## src/rtl/lab_pkg.sv

```systemverilog
// Shared constants for the lab datapath: FSM state encoding and default operand width.
package lab_pkg;

  localparam int DEFAULT_WIDTH = 16;

  typedef logic [1:0] state_t;

  localparam state_t S_IDLE = 2'd0;
  localparam state_t S_CALC = 2'd1;
  localparam state_t S_DONE = 2'd2;

endpackage

```

## src/rtl/div_trial_sub.sv

```systemverilog
// Combinational trial subtractor: minuend + ~subtrahend + 1 on a full_adder ripple chain.
module div_trial_sub #(
  parameter int WIDTH = 16
) (
  input  logic [WIDTH:0] minuend,
  input  logic [WIDTH:0] subtrahend,
  output logic [WIDTH:0] diff,
  output logic           borrow
);

  logic [WIDTH+1:0] carry;

  assign carry[0] = 1'b1;

  for (genvar i = 0; i <= WIDTH; i++) begin : g_fa
    full_adder u_fa (
      .a  (minuend[i]),
      .b  (~subtrahend[i]),
      .ci (carry[i]),
      .s  (diff[i]),
      .co (carry[i+1])
    );
  end

  // A two's-complement subtract borrows exactly when the final carry is absent.
  assign borrow = ~carry[WIDTH+1];

endmodule

```

## src/rtl/full_adder.sv

```systemverilog
// One-bit full adder; the cell the lab's ripple adders and the divider's trial subtractor are built from.
module full_adder (
  input  logic a,
  input  logic b,
  input  logic ci,
  output logic s,
  output logic co
);

  assign s  = a ^ b ^ ci;
  assign co = (a & b) | (ci & (a ^ b));

endmodule

```

## src/rtl/seq_restoring_divider.sv

```systemverilog
// Unsigned restoring divider: one trial subtraction per clock, WIDTH iterations, start/busy/done handshake.
module seq_restoring_divider
  import lab_pkg::*;
#(
  parameter int WIDTH = DEFAULT_WIDTH
) (
  input  logic             clk,
  input  logic             rst_n,
  input  logic             start,
  input  logic [WIDTH-1:0] dividend,
  input  logic [WIDTH-1:0] divisor,
  output logic             busy,
  output logic             done,
  output logic [WIDTH-1:0] quotient,
  output logic [WIDTH-1:0] remainder,
  output logic             div_by_zero
);

  localparam int CNT_W = $clog2(WIDTH) + 1;

  state_t           state_q, state_d;
  logic [WIDTH-1:0] r_q, r_d;
  logic [WIDTH-1:0] q_q, q_d;
  logic [WIDTH-1:0] dvsr_q, dvsr_d;
  logic [WIDTH-1:0] quot_q, quot_d;
  logic [WIDTH-1:0] rem_q, rem_d;
  logic             dbz_q, dbz_d;
  logic [CNT_W-1:0] cnt_q, cnt_d;

  logic             can_accept;
  logic             last_iter;
  logic [WIDTH:0]   r_shift;
  logic [WIDTH:0]   trial_diff;
  logic             trial_borrow;
  logic [WIDTH-1:0] r_next;
  logic [WIDTH-1:0] q_next;
  logic             unused_msb;

  assign can_accept = (state_q == S_IDLE) || (state_q == S_DONE);
  assign last_iter  = (state_q == S_CALC) && (cnt_q == CNT_W'(WIDTH - 1));
  assign r_shift    = {r_q, q_q[WIDTH-1]};

  div_trial_sub #(.WIDTH(WIDTH)) u_trial_sub (
    .minuend    (r_shift),
    .subtrahend ({1'b0, dvsr_q}),
    .diff       (trial_diff),
    .borrow     (trial_borrow)
  );

  // Partial remainder stays below divisor, so the top bit of either candidate is always zero.
  assign r_next     = trial_borrow ? r_shift[WIDTH-1:0] : trial_diff[WIDTH-1:0];
  assign q_next     = {q_q[WIDTH-2:0], ~trial_borrow};
  assign unused_msb = r_shift[WIDTH] ^ trial_diff[WIDTH];

  // NOTE: every path below starts from a default, so no latch is inferred.
  always_comb begin
    state_d = state_q;
    unique case (state_q)
      S_IDLE, S_DONE: begin
        if (start)                    state_d = (divisor == '0) ? S_DONE : S_CALC;
        else                          state_d = S_IDLE;
      end
      S_CALC:         if (last_iter)  state_d = S_DONE;
      default:                        state_d = S_IDLE;
    endcase
  end

  always_comb begin
    r_d    = r_q;
    q_d    = q_q;
    dvsr_d = dvsr_q;
    quot_d = quot_q;
    rem_d  = rem_q;
    dbz_d  = dbz_q;
    cnt_d  = cnt_q;
    if (can_accept && start) begin
      if (divisor == '0) begin
        quot_d = '1;
        rem_d  = dividend;
        dbz_d  = 1'b1;
      end else begin
        r_d    = '0;
        q_d    = dividend;
        dvsr_d = divisor;
        cnt_d  = '0;
      end
    end else if (state_q == S_CALC) begin
      r_d   = r_next;
      q_d   = q_next;
      cnt_d = cnt_q + 1'b1;
      if (last_iter) begin
        quot_d = q_next;
        rem_d  = r_next;
        dbz_d  = 1'b0;
      end
    end
  end

  always_ff @(posedge clk or negedge rst_n) begin
    if (!rst_n) begin
      state_q <= S_IDLE;
    end else begin
      state_q <= state_d;
    end
  end

  // NOTE: datapath registers are reset too, so an aborted operation leaves every output at zero.
  always_ff @(posedge clk or negedge rst_n) begin
    if (!rst_n) begin
      r_q    <= '0;
      q_q    <= '0;
      dvsr_q <= '0;
      quot_q <= '0;
      rem_q  <= '0;
      dbz_q  <= 1'b0;
      cnt_q  <= '0;
    end else begin
      // NOTE: non-blocking assignments keep every register sampling pre-edge values.
      r_q    <= r_d;
      q_q    <= q_d;
      dvsr_q <= dvsr_d;
      quot_q <= quot_d;
      rem_q  <= rem_d;
      dbz_q  <= dbz_d;
      cnt_q  <= cnt_d;
    end
  end

  always_comb begin
    busy = (state_q == S_CALC);
    done = (state_q == S_DONE);
  end

  assign quotient    = quot_q;
  assign remainder   = rem_q;
  assign div_by_zero = dbz_q;

endmodule

```

## config.mk

```make
export PLATFORM = sky130hd
export DESIGN_NAME = seq_restoring_divider
export DESIGN_NICKNAME = d
export VERILOG_FILES = /design/src/rtl/lab_pkg.sv /design/src/rtl/div_trial_sub.sv /design/src/rtl/full_adder.sv /design/src/rtl/seq_restoring_divider.sv
export SDC_FILE = /design/constraint.sdc
export NUM_CORES = 1
export LEC_CHECK = 0
export CAP_MARGIN = 40
export CORE_MARGIN = 2
export CORE_UTILIZATION = 38
export CTS_BUF_LIST = sky130_fd_sc_hd__clkbuf_16
export DETAILED_ROUTE_END_ITERATION = 16
export PLACE_DENSITY_LB_ADDON = 0.25
export SYNTH_ARGS = -nofsm -noshare
export SYNTH_HDL_FRONTEND = slang
export SYNTH_SLANG_ARGS = --single-unit
```

## constraint.sdc

```tcl
create_clock -name clk -period 8.7 [get_ports clk]
set_input_delay 2.61 -clock clk [delete_from_list [all_inputs] [get_ports clk]]
set_output_delay 2.61 -clock clk [all_outputs]
set_load 0.005 [all_outputs]
```

[Word level (Yosys, flattened, before mapping)]
Index checks and enable logic that the tools add are counted.
Widths: inputs -> output; s select.
Storage, ports and cells
  register bits after elaboration: 88
  bits in latches: 0
  bits in writable memories: 0
  bits in read-only memories: 0
  input port bits: 35
  output and inout port bits: 35
  logic and storage cells: 151
  memories: 0
Cells by class
  $add $sub $neg: 1
  multiply operators: 0
  div/mod/pow operators: 0
  magnitude comparators: 0
  equal/unequal tests: 6
  shifts and indexed selects: 0
  multiplexer cells: 26
  bitwise gates (word level): 99
  reduce and logical (&&, ||, !) cells: 11
Operator list (number)
  $mux 16: 15
  $and 1x1->1: 32
  $xor 1x1->1: 31
  $not 1->1: 19
  $or 1x1->1: 17
  $logic_not 16->1: 1
  $mux 5: 3
  $mux 2: 3
  $add 5x1->5 const B: 1
  $eq 5x4->1 const B: 1
  $mux 1: 4
  $ne 2x2->1 const B: 2
  $pmux 2 s2: 1
  $reduce_and 2->1: 2
  $reduce_bool 2->1: 2
  $reduce_and 3->1: 1
  $eq 2x1->1 const B: 1
  $eq 2x2->1 const B: 1
  $logic_and 1x1->1: 2
  $logic_not 2->1: 1
  $ne 2x1->1 const B: 1
  $reduce_or 2->1: 1
  $logic_or 1x1->1: 1

[Logic depth before layout (Yosys ltp)]
Gate-level depths: netlist (run 1).
  word-level depth: 39
  mapped depth: 24
  gate-level depth less buffers: 23

[Hierarchy]
Synthesis (run 1) repeated with hierarchy kept, for this count alone.
Unflattened totals
  cells, all modules: 351
  area, all modules: 4192.8 um2
Modules (own cells, without submodules)
  seq_restoring_divider: times used 1, cells each 315, area an instance 3781.1 um2, sequential area each 2202.1 um2
  full_adder: times used 17, cells each 1, area an instance 20.0 um2, sequential area each 0.0 um2
  div_trial_sub: times used 1, cells each 19, area an instance 71.3 um2, sequential area each 0.0 um2

[Worst setup path after synthesis (run 1)]
No wires, ideal clock.
  path type: reg2reg
  start: register dvsr_q[0]
  end: register rem_q[14] (netlist: remainder[14])
  setup time: 0.127 ns
  data arrival time: 7.402 ns
  required time: 8.573 ns
  setup slack: 1.171 ns
  stages on the path, launching flop included: 24
  path buffers: 1
  period minus slack after synthesis: 7.529 ns
  cells stage by stage: dfrtp_1 -> ha_1 -> fa_1 -> fa_1 -> fa_1 -> fa_1 -> fa_1 -> fa_1 -> fa_1 -> fa_1 -> fa_1 -> fa_1 -> fa_1 -> fa_1 -> inv_1 -> fa_1 -> fa_1 -> inv_1 -> fa_1 -> nand2b_1 -> clkbuf_1 -> mux2i_1 -> nor2_1 -> a221o_2
Between the ends
  cells in the longest elaborated chain, start to end: 39
  elaborated cells on any way between the ends: 41
  classes of those cells: 4 x mux; 37 x bitwise
Ends and longest elaborated chain
  start, declared: line seq_restoring_divider.sv:24  | logic [WIDTH-1:0] dvsr_q, dvsr_d;
  start signal, assigned: line seq_restoring_divider.sv:121  | dvsr_q <= dvsr_d;
  $not 1->1 (*): line div_trial_sub.sv:18  | .b (~subtrahend[i]),
  $and 1x1->1 or $xor 1x1->1 (tied branches): line full_adder.sv:11  | assign co = (a & b) | (ci & (a ^ b));
  $or 1x1->1 (*): line full_adder.sv:11
  $and 1x1->1 (*): line full_adder.sv:11
  $or 1x1->1 (*): line full_adder.sv:11
  $and 1x1->1 (*): line full_adder.sv:11
  $or 1x1->1 (*): line full_adder.sv:11
  $and 1x1->1 (*): line full_adder.sv:11
  [... 23 more ...]
  $and 1x1->1: line full_adder.sv:11
  $or 1x1->1: line full_adder.sv:11
  $and 1x1->1: line full_adder.sv:11
  $or 1x1->1: line full_adder.sv:11
  $mux 16 (*): line seq_restoring_divider.sv:51  | assign r_next = trial_borrow ? r_shift[WIDTH-1:0] : trial_diff[WIDTH-1:0];
  $mux 16 (*): line seq_restoring_divider.sv:91  | if (last_iter) begin
  $mux 16 (*): line seq_restoring_divider.sv:87  | end else if (state_q == S_CALC) begin
  $mux 16 (*): line seq_restoring_divider.sv:76  | if (can_accept && start) begin
  end signal, assigned: line seq_restoring_divider.sv:123  | rem_q <= rem_d;
  end, declared: line seq_restoring_divider.sv:26  | logic [WIDTH-1:0] rem_q, rem_d;
Every way passes the cells marked *; elsewhere a longest branch is shown, timed or not. The select of a mux whose other input is x is not followed.
A chain may end at the register's enable or synchronous reset.

[Worst setup path in the final report (run 1)]
  start: register dvsr_q[0]
  end: register rem_q[4] (netlist: remainder[4])
Between the ends
  cells in the longest elaborated chain, start to end: 39
  elaborated cells on any way between the ends: 41
  classes of those cells: 4 x mux; 37 x bitwise
Ends and longest elaborated chain (line)
  $not 1->1 (*): div_trial_sub.sv:18
  $and 1x1->1 or $xor 1x1->1 (tied branches): full_adder.sv:11
  $or 1x1->1 (*): full_adder.sv:11
  $and 1x1->1 (*): full_adder.sv:11
  $or 1x1->1 (*): full_adder.sv:11
  $and 1x1->1 (*): full_adder.sv:11
  $or 1x1->1 (*): full_adder.sv:11
  $and 1x1->1 (*): full_adder.sv:11
  [... 23 more ...]
  $and 1x1->1: full_adder.sv:11
  $or 1x1->1: full_adder.sv:11
  $and 1x1->1: full_adder.sv:11
  $or 1x1->1: full_adder.sv:11
  $mux 16 (*): seq_restoring_divider.sv:51
  $mux 16 (*): seq_restoring_divider.sv:91
  $mux 16 (*): seq_restoring_divider.sv:87
  $mux 16 (*): seq_restoring_divider.sv:76
Marks and branches as above.

==> impl_summary.md, run 1 <==
Run status
The flow ran to the end, and the final reports show no timing, DRC or antenna violations.

Synthesis
The part of the Yosys area used for sequential elements is approximately 51%. In this run the mean area of a mapped cell was 10.3 um^2. The fraction of synthesis flops using an asynchronous set or reset pin is between 90% and 100%. By area the synthesized netlist is led by sky130_fd_sc_hd__dfrtp_1 51%, sky130_fd_sc_hd__nand2_1 7.4%, sky130_fd_sc_hd__fa_1 7.0%. The post-synthesis sequential element count is about 90.

The net count after synthesis is 470. Synthesis produced between 400 and 500 cells. Synthesis instantiated 42 different standard cells from the library.

Ranked by instance count, the synthesized netlist is headed by 88 x sky130_fd_sc_hd__dfrtp_1, 85 x sky130_fd_sc_hd__nand2_1, 32 x sky130_fd_sc_hd__nor2_1. The warning count from the yosys run is 0. The biggest area contributor in the post-synthesis netlist is sky130_fd_sc_hd__dfrtp_1. The dominant synthesized flop cell is sky130_fd_sc_hd__dfrtp_1. The number of enable-type register cells in the synthesized netlist is 0.

The cell with the most instances after synthesis is sky130_fd_sc_hd__dfrtp_1. The synthesized cell area is 4300 um^2. After synthesis, the largest area contributor takes up between 50% and 60% of total cell area.

Finish
For this run, the number of standard cells in the final layout without fillers is around 620. The filler cells instantiated in the layout total 1,059. The share of layout cells above drive strength 1 is 10.4%.

The net count of the finished layout is about 530. At the end of the flow the core is filled with cells to between 40% and 50%. The number of antenna diodes in the final layout is 0. From synthesis to final layout, the design area changed by 26.1%.

Place
Timing analysis after detailed placement gives a worst setup slack of 0.782 ns. The number of buffers inserted by port buffering is 69. At the end of routability-driven placement, the weighted congestion stood at roughly 0.83. Once placement completed, the tool counted placed cells totaling 605. Summed over all nets, the half-perimeter wirelength after detailed placement is approximately 6900 um.

Drt
For this block, the routed nets add up to around 9900 um of wire. The iteration count of the initial detailed-routing pass is 4. The post-route antenna net violation count is 0. After detailed routing, the average wire length per cell comes to roughly 16 um. For this run, design rule violations remaining after detail routing come to 0. The count of vias placed by the detailed router is roughly 3,200.

The ratio of routed vias to standard cells is 5.16. The DRC marker count from the first detailed-route iteration is roughly 130.

Hold path
For hold timing, the worst endpoint is div_by_zero. The cell depth of the worst min-delay path is 2. The min-delay analysis places its worst path in the category register to register. In this run the most critical hold path is launched from div_by_zero.

STA
The count of final hold-check violations is 0. Setup violations remaining at the end of the flow were counted as 0. Between clock sinks in the finished design, the worst skew comes to 0.00859 ns. After routing, the total negative slack on setup checks comes to 0 ns.

Setup repair after global routing left no endpoint under its margin. The actual transition at the worst max-transition pin is 0.791 ns. The part of the cycle the worst path needs is around nine tenths. The count of pins over their slew limit is 0. Measured against its own limit, the worst slew margin works out to between 40% and 50%. Counting I/O delays and the setup requirement, the final critical path takes between 7 and 8 ns. The worst path meets setup with 0.805 ns of slack. Static timing analysis puts the maximum clock frequency at roughly 130 MHz.

Pwr
The total power density per cell area is between 300 and 400 nW/um^2. The worst IR drop on VDD is ~0.00015 V. For this design the static power due to leakage is 2.33 nW. The post-route total power is 2.17 mW.

Clock tree
CTS placed an instance of sky130_fd_sc_hd__clkbuf_16 at the clock tree root. The maximum buffer depth of the clock tree is 2. Clock tree synthesis inserted a total of 9 buffers.

The clock reaches the later pin of the worst-skew pair after 0.34 ns. The post-cts sizing count is 0. The clock-pin transition on the worst setup and hold timing paths is 0.06 ns.

The maximum level of the CTS H-tree is 3. The buffer count from post-CTS setup fixing is 0. The tree built by TritonCTS fans out to 88 sinks.

The CTS tree is built. Hold repair after CTS inserted 0 buffers.

Floorplanning
The chip height is about 110 um. The die area is roughly 12,000 um^2. The total core area is approximately 11,000 um^2. Row generation in the floorplan step produced 38 rows. In this run the count of I/O pins placed on the die edge is 70. The effective utilization at floorplan is around two fifths. The die span in x is 110 um.

GRT
The first global-routing pass estimated ~17,000 um of wire. The number of antenna violations at the first check in global routing is 0. The via count of the first global-routing pass was 3,264. Entering global routing, the biggest net connects 60 pins. The overall overflow remaining after global route is 0. Across every metal layer, demand over resource in global routing totals ~17%.

Worst setup path
Along the worst path, the maximum fanout reaches 12. The worst register-to-register path ends at remainder[4]. The critical path start-end classification is register to register. Data on the critical path arrives at its endpoint at roughly 8.1 ns. The data required time at the worst endpoint is 8.91 ns. The worst setup path is launched from a register. The most common cell type on the critical path is sky130_fd_sc_hd__fa_1. The slowest stage of the critical path belongs to the cell sky130_fd_sc_hd__fa_1.

Walking the worst path, the cells encountered are ha_1, fa_1, fa_1, fa_1, fa_1, fa_1, fa_1, fa_1, fa_1, fa_1, fa_1, fa_1, fa_1, inv_1, fa_1, fa_1, inv_1, fa_1, nand2b_1, buf_4, mux2_2, nor2_1, a221o_2. The startpoint identified for the worst register-to-register timing path is dvsr_q[0]. The logic depth of the worst register-to-register path is 23. Tracing the worst setup path back leads to its startpoint at dvsr_q[0]. The worst setup slack for register-to-register paths is ~0.80 ns. The largest incremental delay on the critical path is roughly 0.44 ns. STA classifies the critical path endpoint as a register.

Flow run
The number of max-capacitance violations reported is 0.
[worst max-delay path: cells and delay by family (launching register included)]
family / cells / cell delay (ns)
AO/OA/AOI/OAI: 1 / 0.31
adder cells (fa/ha/maj): 16 / 6.08
buffers and inverters: 3 / 0.41
flip-flops: 1 / 0.39
multiplexers: 1 / 0.19
AND/OR/NAND/NOR: 2 / 0.38
[flip-flops by register name, summed over array words and instances, names as in the netlist]
signal,cells
cnt_q,5
remainder,16
dvsr_q,16
quotient,16
r_q,16
state_q,2
q_q,16
div_by_zero,1
[cell type report]
class / instances / area (um^2) / area share, %
Clock buffer: 9 / 225 / 4.15
Clock inverter: 7 / 124 / 2.28
Inverter: 21 / 83.8 / 1.55
Multi-Input combinational cell: 280 / 1840 / 33.9
Sequential cell: 88 / 2200 / 40.6
Tap cell: 140 / 175 / 3.23
Timing Repair Buffer: 76 / 773 / 14.3
[how the worst max path moves through the flow]
| stage | cells past startpoint | endpoint |
|---|---|---|
| global placement | 23 | remainder[4] |
| finish | 23 | remainder[4] |
| CTS | 23 | remainder[5] |
| floorplan | 23 | remainder[14] |
| global route | 24 | remainder[6] |
| detailed placement | 23 | remainder[3] |
[power by group]
part           internal (mW)  leakage [nW]  switching, mW
clock network          0.284         0.167          0.167
registers              0.612          1.03          0.140
logic                  0.499          1.14          0.466
total                   1.40          2.33          0.774
[metal layers]
layer,part of all wire (%),vias to the layer above,wire [um],GRT usage (%)
met4,1.5,0,149,5.25
met5,0,-,0,0
met1,49,1576,4860,23.4
met2,46,68,4570,26.8
met3,3.4,12,340,2.69
li1,-,1550,-,-
[stage by stage]
step | hold slack (ns) | area, um^2
floorplan | 0.452 | 4300
global placement | 0.458 | 5020
detailed placement | 0.471 | 5070
CTS | 0.486 | 5420
global route | 0.511 | 5420
finish | 0.479 | 5420
[cell usage in the layout (no fill, tap or decap), types with 3 or more instances in the layout]
master	Yosys	final
sky130_fd_sc_hd__a21oi_1	20	20
sky130_fd_sc_hd__buf_4	5	6
sky130_fd_sc_hd__bufinv_16	0	3
sky130_fd_sc_hd__clkbuf_16	0	9
sky130_fd_sc_hd__clkdlybuf4s50_1	0	68
sky130_fd_sc_hd__dfrtp_1	88	88
sky130_fd_sc_hd__fa_1	15	15
sky130_fd_sc_hd__ha_1	3	3
sky130_fd_sc_hd__inv_1	20	20
sky130_fd_sc_hd__inv_6	0	3
sky130_fd_sc_hd__mux2_2	13	13
sky130_fd_sc_hd__nand2_1	85	85
sky130_fd_sc_hd__nand3_1	30	30
sky130_fd_sc_hd__nor2_1	32	32
sky130_fd_sc_hd__nor4_4	4	4
sky130_fd_sc_hd__o21ai_0	21	21
sky130_fd_sc_hd__o221a_1	12	12
sky130_fd_sc_hd__o22ai_1	17	17
[cells by family after synthesis]
kind of cell               share of synthesized area, %
AOI/OAI and AO/OA                                  13.3
adders and majority gates                          7.85
buffers and inverters                              6.05
DFF                                                51.2
muxes                                              3.87
and+or+nand+nor                                    17.8
(Power assumes the default switching activity.)
==> inputs of run 2 (changes only) <==
--- a/config.mk
+++ b/config.mk
@@ -10,6 +10,7 @@
 export CORE_UTILIZATION = 38
 export CTS_BUF_LIST = sky130_fd_sc_hd__clkbuf_16
 export DETAILED_ROUTE_END_ITERATION = 16
+export GPL_ROUTABILITY_DRIVEN = 1
 export PLACE_DENSITY_LB_ADDON = 0.25
 export SYNTH_ARGS = -nofsm -noshare
 export SYNTH_HDL_FRONTEND = slang
==> results of run 2 <==
Final layout, timing and power as in run 1 (identical DEF).
==> inputs of run 3 (changes only) <==
--- a/config.mk
+++ b/config.mk
@@ -6,7 +6,7 @@
 export NUM_CORES = 1
 export LEC_CHECK = 0
 export CAP_MARGIN = 40
-export CORE_MARGIN = 2
+export CORE_MARGIN = 4
 export CORE_UTILIZATION = 38
 export CTS_BUF_LIST = sky130_fd_sc_hd__clkbuf_16
 export DETAILED_ROUTE_END_ITERATION = 16
==> run 3 against run 2 <==
  * Final area is 0.55% lower
  * Sequential power hardly changed
  * Critical path depth stayed put
  * First-iteration DRC count is 17% higher
  * Global-route usage is 0.21 points lower
  * Worst hold slack better by 0.016 ns
  * Via count is 1.3% higher
  * Clock skew is 0.0011 ns higher
  * Non-clock buffer count is 1 higher
  * Core utilization is 0.49 points lower
  * Setup slack worse by 0.23 ns
  * Register-to-register slack worse by 0.23 ns
  * Critical path type unchanged
  * Largest cell class unchanged
==> impl_summary.md, run 3 (synthesis results as in run 1) <==
Run status
The flow ran to the end, and the final reports show no timing, DRC or antenna violations.

Pwr
The internal portion of the total power is between 1 and 1.5 mW. In this run, flip-flops and latches consume a little over a third of the power. For this design the total switching power over the nets is slightly below 0.8 mW. The switching share of power is 37.2%. Of the total power, the clock network draws a little under a fifth. Across the VDD grid, the largest voltage drop is about 0.00013 V. The share of total power dissipated in combinational logic is 46.3%. Dividing total power by cell area gives a power density of just under 400 nW/um^2. The cell leakage power is 2.32 nW.

STA
Setup repair after global routing left no endpoint under its margin. The final total negative setup slack is 0 ns. Derived from the worst setup path, the maximum achievable clock frequency is ~120 MHz. Hold is met by around 0.5 ns. After layout, the worst path uses 93.4% of the clock period. Across the routed clock network, the largest skew measured is approximately 0.0097 ns. The final period demand of the worst path is between 8 and 9 ns. The count of final hold-check violations is 0.

Setup violations remaining at the end of the flow were counted as 0. The count of pins over their slew limit is 0. The max-slew headroom at the worst pin is 47.7%.

The actual transition at the worst max-transition pin is between 0.7 and 0.8 ns.

Worst setup path
The largest incremental delay on the critical path is roughly 0.58 ns. The most common cell type on the critical path is sky130_fd_sc_hd__fa_1. The worst endpoint data arrival time is between 8 and 9 ns. The endpoint type of the worst setup path is a register. In this run the worst path has a maximum fanout of 17. Walking the worst path, the cells encountered are ha_1, fa_1, fa_1, fa_1, fa_1, fa_1, fa_1, fa_1, fa_1, fa_1, fa_1, fa_1, fa_1, inv_1, fa_1, fa_1, inv_1, fa_1, nand2b_1, buf_4, mux2_2, nand2_1, o221a_1.

The worst setup path is of the register to register kind. The data required time at the worst endpoint is roughly 9 ns. STA classifies the critical path startpoint as a register. The library cell contributing the largest single delay on the critical path is sky130_fd_sc_hd__nand2b_1.

GRT
The first global-routing pass estimated around 17,000 um of wire. The number of antenna violations at the first check in global routing is 0. For this run the aggregate overflow at the end of global routing stands at 0. The overall routing resource usage is 16.5%. The via count of the first global-routing pass is roughly 3,300. The maximum number of pins on one net before global-route repair is 60.

Drt
In the final routed layout, each cell accounts on average for between 15 and 20 um. For this run, design rule violations remaining after detail routing come to 0. Before antenna repair, the detailed router went through 4 iterations. In this run the remaining antenna-violating nets after routing total 0. The first routing iteration left between 150 and 200 violations. The wire length after detailed routing is around 10,000 um. After detailed routing, the number of vias per cell comes to around 5.2.

The count of vias placed by the detailed router is ~3,200.

Finish
The layout has 1,047 filler cells. Cells fill approximately 49% of the core in the end. The final net count is 530. The antenna cell count is 0. The layout-stage area growth over the synthesis result is 25.4%. In the layout the commonest cells are 88 x sky130_fd_sc_hd__dfrtp_1, 85 x sky130_fd_sc_hd__nand2_1, 68 x sky130_fd_sc_hd__clkdlybuf4s50_1, 32 x sky130_fd_sc_hd__nor2_1, 30 x sky130_fd_sc_hd__nand3_1. Leaving out fill and tap cells, the most frequent cell in the layout is sky130_fd_sc_hd__dfrtp_1. The share of layout cells above drive strength 1 is between 10% and 20%.

Hold path
The classification of the worst-slack hold path is register to register.

Floorplanning
The total core area is roughly 11,000 um^2. The floorplan step set the die height to 114 um. In this run the horizontal extent of the chip is ~110 um. The effective utilization at floorplan is approximately 39%. The floorplan has 38 rows. The top-level I/O count is 70.

The die covers roughly 13,000 um^2.

Clock tree
The maximum buffer depth of the clock tree is 2. In this run, post-CTS hold repair placed 0 buffers. The CTS tree is built.

The clock net in this run drives a total of just under 90 sinks. TritonCTS created 9 clock buffers. Once the clock tree was built, the setup fixing pass inserted 0 buffers. The post-cts sizing count is 0. The cell chosen for the clock root is sky130_fd_sc_hd__clkbuf_16. The clock-pin transition on the worst setup and hold timing paths is ~0.07 ns. At the later pin of the worst-skew pair, clock insertion delay measures 0.34 ns. The H-tree generated during clock tree synthesis spans 3 levels.

Flow run
The number of max-capacitance violations reported is 0.

Place
The number of buffers inserted by port buffering is 69. The global placement routability congestion is roughly 0.8. Detailed placement ended at an HPWL of 7320 um.
==> run 3: cell count changes in the layout (fill, tap and decap cells not counted) <==
cell / change
sky130_fd_sc_hd__inv_8: +1
sky130_fd_sc_hd__inv_1: +1
sky130_fd_sc_hd__bufinv_16: -2
sky130_fd_sc_hd__clkinv_4: +1
sky130_fd_sc_hd__buf_8: +1
sky130_fd_sc_hd__inv_6: -1
==> run 3: per-layer routing <==
metal  track usage, %  up-vias  wire [um]
met5                0        -          0
met4             3.56        0         65
met3             3.65        5        376
met2             26.4       70       4960
met1             23.2     1621       4930
li1                 -     1553          -
==> run 3: worst paths after layout <==
kind,from,slack [ns],end,cells past startpoint
worst min-delay path,div_by_zero,0.49,div_by_zero,2
worst max register to register,dvsr_q[0],0.57,remainder[1],23
min in group asynchronous,rst_n,2.12,quotient[1],1
max in group asynchronous,rst_n,5.68,r_q[4],3
worst min register to register,div_by_zero,0.49,div_by_zero,2
worst max-delay path,dvsr_q[0],0.57,remainder[1],23
==> run 3: through the flow <==
step | worst slack (ns) | instance area, um^2 | total power, mW | std cells
floorplan | 1.17 | 4300 | 1.38 | 417
global placement | 0.670 | 5020 | 1.70 | 602
detailed placement | 0.613 | 5090 | 1.75 | 606
CTS | 0.516 | 5390 | 2.17 | 622
global route | 0.227 | 5390 | 2.32 | 622
finish | 0.570 | 5390 | 2.14 | 622
==> run 3: area by class of cell <==
| class | count | area (um^2) | area share (%) |
|---|---|---|---|
| clock inverter | 7 | 78.8 | 1.46 |
| clock buffer | 9 | 225 | 4.18 |
| sequential | 88 | 2200 | 40.8 |
| tap | 140 | 175 | 3.25 |
| multi-input combinational | 280 | 1840 | 34.1 |
| timing repair buffer | 77 | 788 | 14.6 |
| inverter | 21 | 83.8 | 1.55 |
==> run 3: worst max-delay path, delay by kind of cell, from the launching register on <==
family / cells / cell delay (ns)
AOI/OAI and AO/OA: 1 / 0.17
adders and majority gates: 16 / 6.13
buffers and inverters: 3 / 0.40
DFF: 1 / 0.39
muxes: 1 / 0.34
and+or+nand+nor: 2 / 0.64
==> run 3: power by group through the flow <==
stage          sequential (mW)  combinational (mW)  clock (mW)
6_report                 0.751               0.991       0.400
5_1_grt                  0.778                1.12       0.424
4_1_cts                  0.752                1.00       0.408
3_5_place_dp             0.757               0.993           0
3_3_place_gp             0.749               0.951           0
2_1_floorplan            0.725               0.659           0
==> edit: new RTL, config.mk and constraints of run 3 <==
Register the input `dividend` before use, with the module's reset. The logic sees it one clock later. The other inputs are not delayed to match.
--- a/src/rtl/seq_restoring_divider.sv
+++ b/src/rtl/seq_restoring_divider.sv
@@ -19,2 +19,12 @@
   localparam int CNT_W = $clog2(WIDTH) + 1;
+
+  logic [WIDTH-1:0] dividend_q;
+
+  always_ff @(posedge clk or negedge rst_n) begin
+    if (!rst_n) begin
+      dividend_q <= '0;
+    end else begin
+      dividend_q <= dividend;
+    end
+  end
 
@@ -78,3 +88,3 @@
         quot_d = '1;
-        rem_d  = dividend;
+        rem_d  = dividend_q;
         dbz_d  = 1'b1;
@@ -82,3 +92,3 @@
         r_d    = '0;
-        q_d    = dividend;
+        q_d    = dividend_q;
         dvsr_d = divisor;
Behaviour: not the same (Yosys sat finds a counterexample within 4 cycles, from zero or initial values and one cycle with rst_n low).
==> edit against run 3 <==
Hold slack worse by 13 ps. Global-route usage decreased by 0.85 points. First-iteration DRC count grew 71%. Via count increased by 5.8%. Cell area is 7.5% higher. Clock power down 6.3%. Non-clock buffer count is 3 lower. Synthesized area up 10%. Worst setup slack gained 370 ps. Routed wire length rose by 5.1%. Combinational power rose by 5%. Total power is 5.5% higher. Sequential cell count grew 16. Critical path type unchanged. Largest cell class unchanged. Largest power group unchanged. Highest routed layer unchanged.
==> edit: results <==
power:
  peakVddDrop_v: 0.0001261
  comb-power_mw: 1.04
  power_mw: 2.259
  intPower_mw: 1.425
  p_leak_nw: 2.505
  p_clk_share_pct: 16.6
placement:
  placed_area_sq_um: 5530
  io_buffers: 69
  dp_slack_ps: 832.1
  place.gp.congestion: 0.7868
  dp_hpwl_microns: 7732
  dp_cells: 667
global_route:
  gr-usage-met2_pct: 24.58
  use_met3_pct: 3.534
  grt_max_degree: 55
  grt_usage_pct: 15.66
  grt_use_met1_pct: 22.01
  grt_pass1_vias: 3494
  grt_pass1_wl_microns: 17980
layout:
  nonClkBufAreaFrac_pct: 12.86
  regArea_sq_um: 2603
  multi_input_area_share_pct: 32.55
  fin_util_pct: 47.89
  drive_above_1_share_pct: 6.809
  num-multi-input-gates: 299
  syn2layout_area_growth_pct: 22.19
  final_cells: 682
  n_antenna_cell: 0
  final-clk-cell-share_pct: 4.659
  fin_nets: 563
  seq_area_share_pct: 44.87
  inverters_excl_clock: 22
  nNonClkBuffers: 74
  fill_cells: 1158
routing:
  dr.pass1.iters: 4
  wl_met2_microns: 4995
  drt-initial-drc-count: 264
  wl_met3_microns: 572
  drt-met1-wl_microns: 5178
  via_per_inst: 5.038
  routed_wl_microns: 10860
critical_path:
  cp_slowest_cell: "fa_1"
  critPathMaxFanout: 31
  max_stage_delay_ps: 440
logic_synthesis:
  ys_seq_area_share_pct: 54.82
  ys_top_cells_by_count: "104 x dfrtp_1, 91 x nand2_1, 38 x nor2_1"
  synth_area_leaders: "dfrtp_1 55%, nand2_1 7.2%, fa_1 6.3%"
  synth_seq_cells: 104
  avgSynthCellArea_sq_um: 10.43
  synth_fp_nets: 508
  synth_cell_type_count: 44
sta:
  fin_skew_ps: 12.44
  tightest_slew_ps: 805.2
outcome:
  status: "completed"
clock_tree:
  path_clk_slew_ps: 70
  ctsResizeCount: 0
  cts_root_buffer: "clkbuf_16"
[edit: worst paths after layout]
path	start	end	slack (ps)	cells past startpoint
worst max register to register	dvsr_q[0]$_DFFE_PN0P_	remainder[4]$_DFFE_PN0P_	940	23
worst min register to register	div_by_zero$_DFFE_PN0P_	div_by_zero$_DFFE_PN0P_	480	2
max in group asynchronous	rst_n	r_q[6]$_DFFE_PN0P_	5280	2
min in group asynchronous	rst_n	dividend_q[10]$_DFF_PN0_	2300	1
worst min-delay path	div_by_zero$_DFFE_PN0P_	div_by_zero$_DFFE_PN0P_	480	2
worst max-delay path	dvsr_q[0]$_DFFE_PN0P_	remainder[4]$_DFFE_PN0P_	940	23
[edit: logic make-up (layout without fill, tap and decap cells)]
logic type,after synthesis,in the layout,synth area share (%)
DFF,104,104,54.82
muxes,4,4,0.8961
and+or+nand+nor,186,186,18.61
xor gates and xnor gates,1,1,0.1845
buffers and inverters,52,111,5.561
adders and majority gates,18,18,7.117
AOI/OAI and AO/OA,90,90,12.81
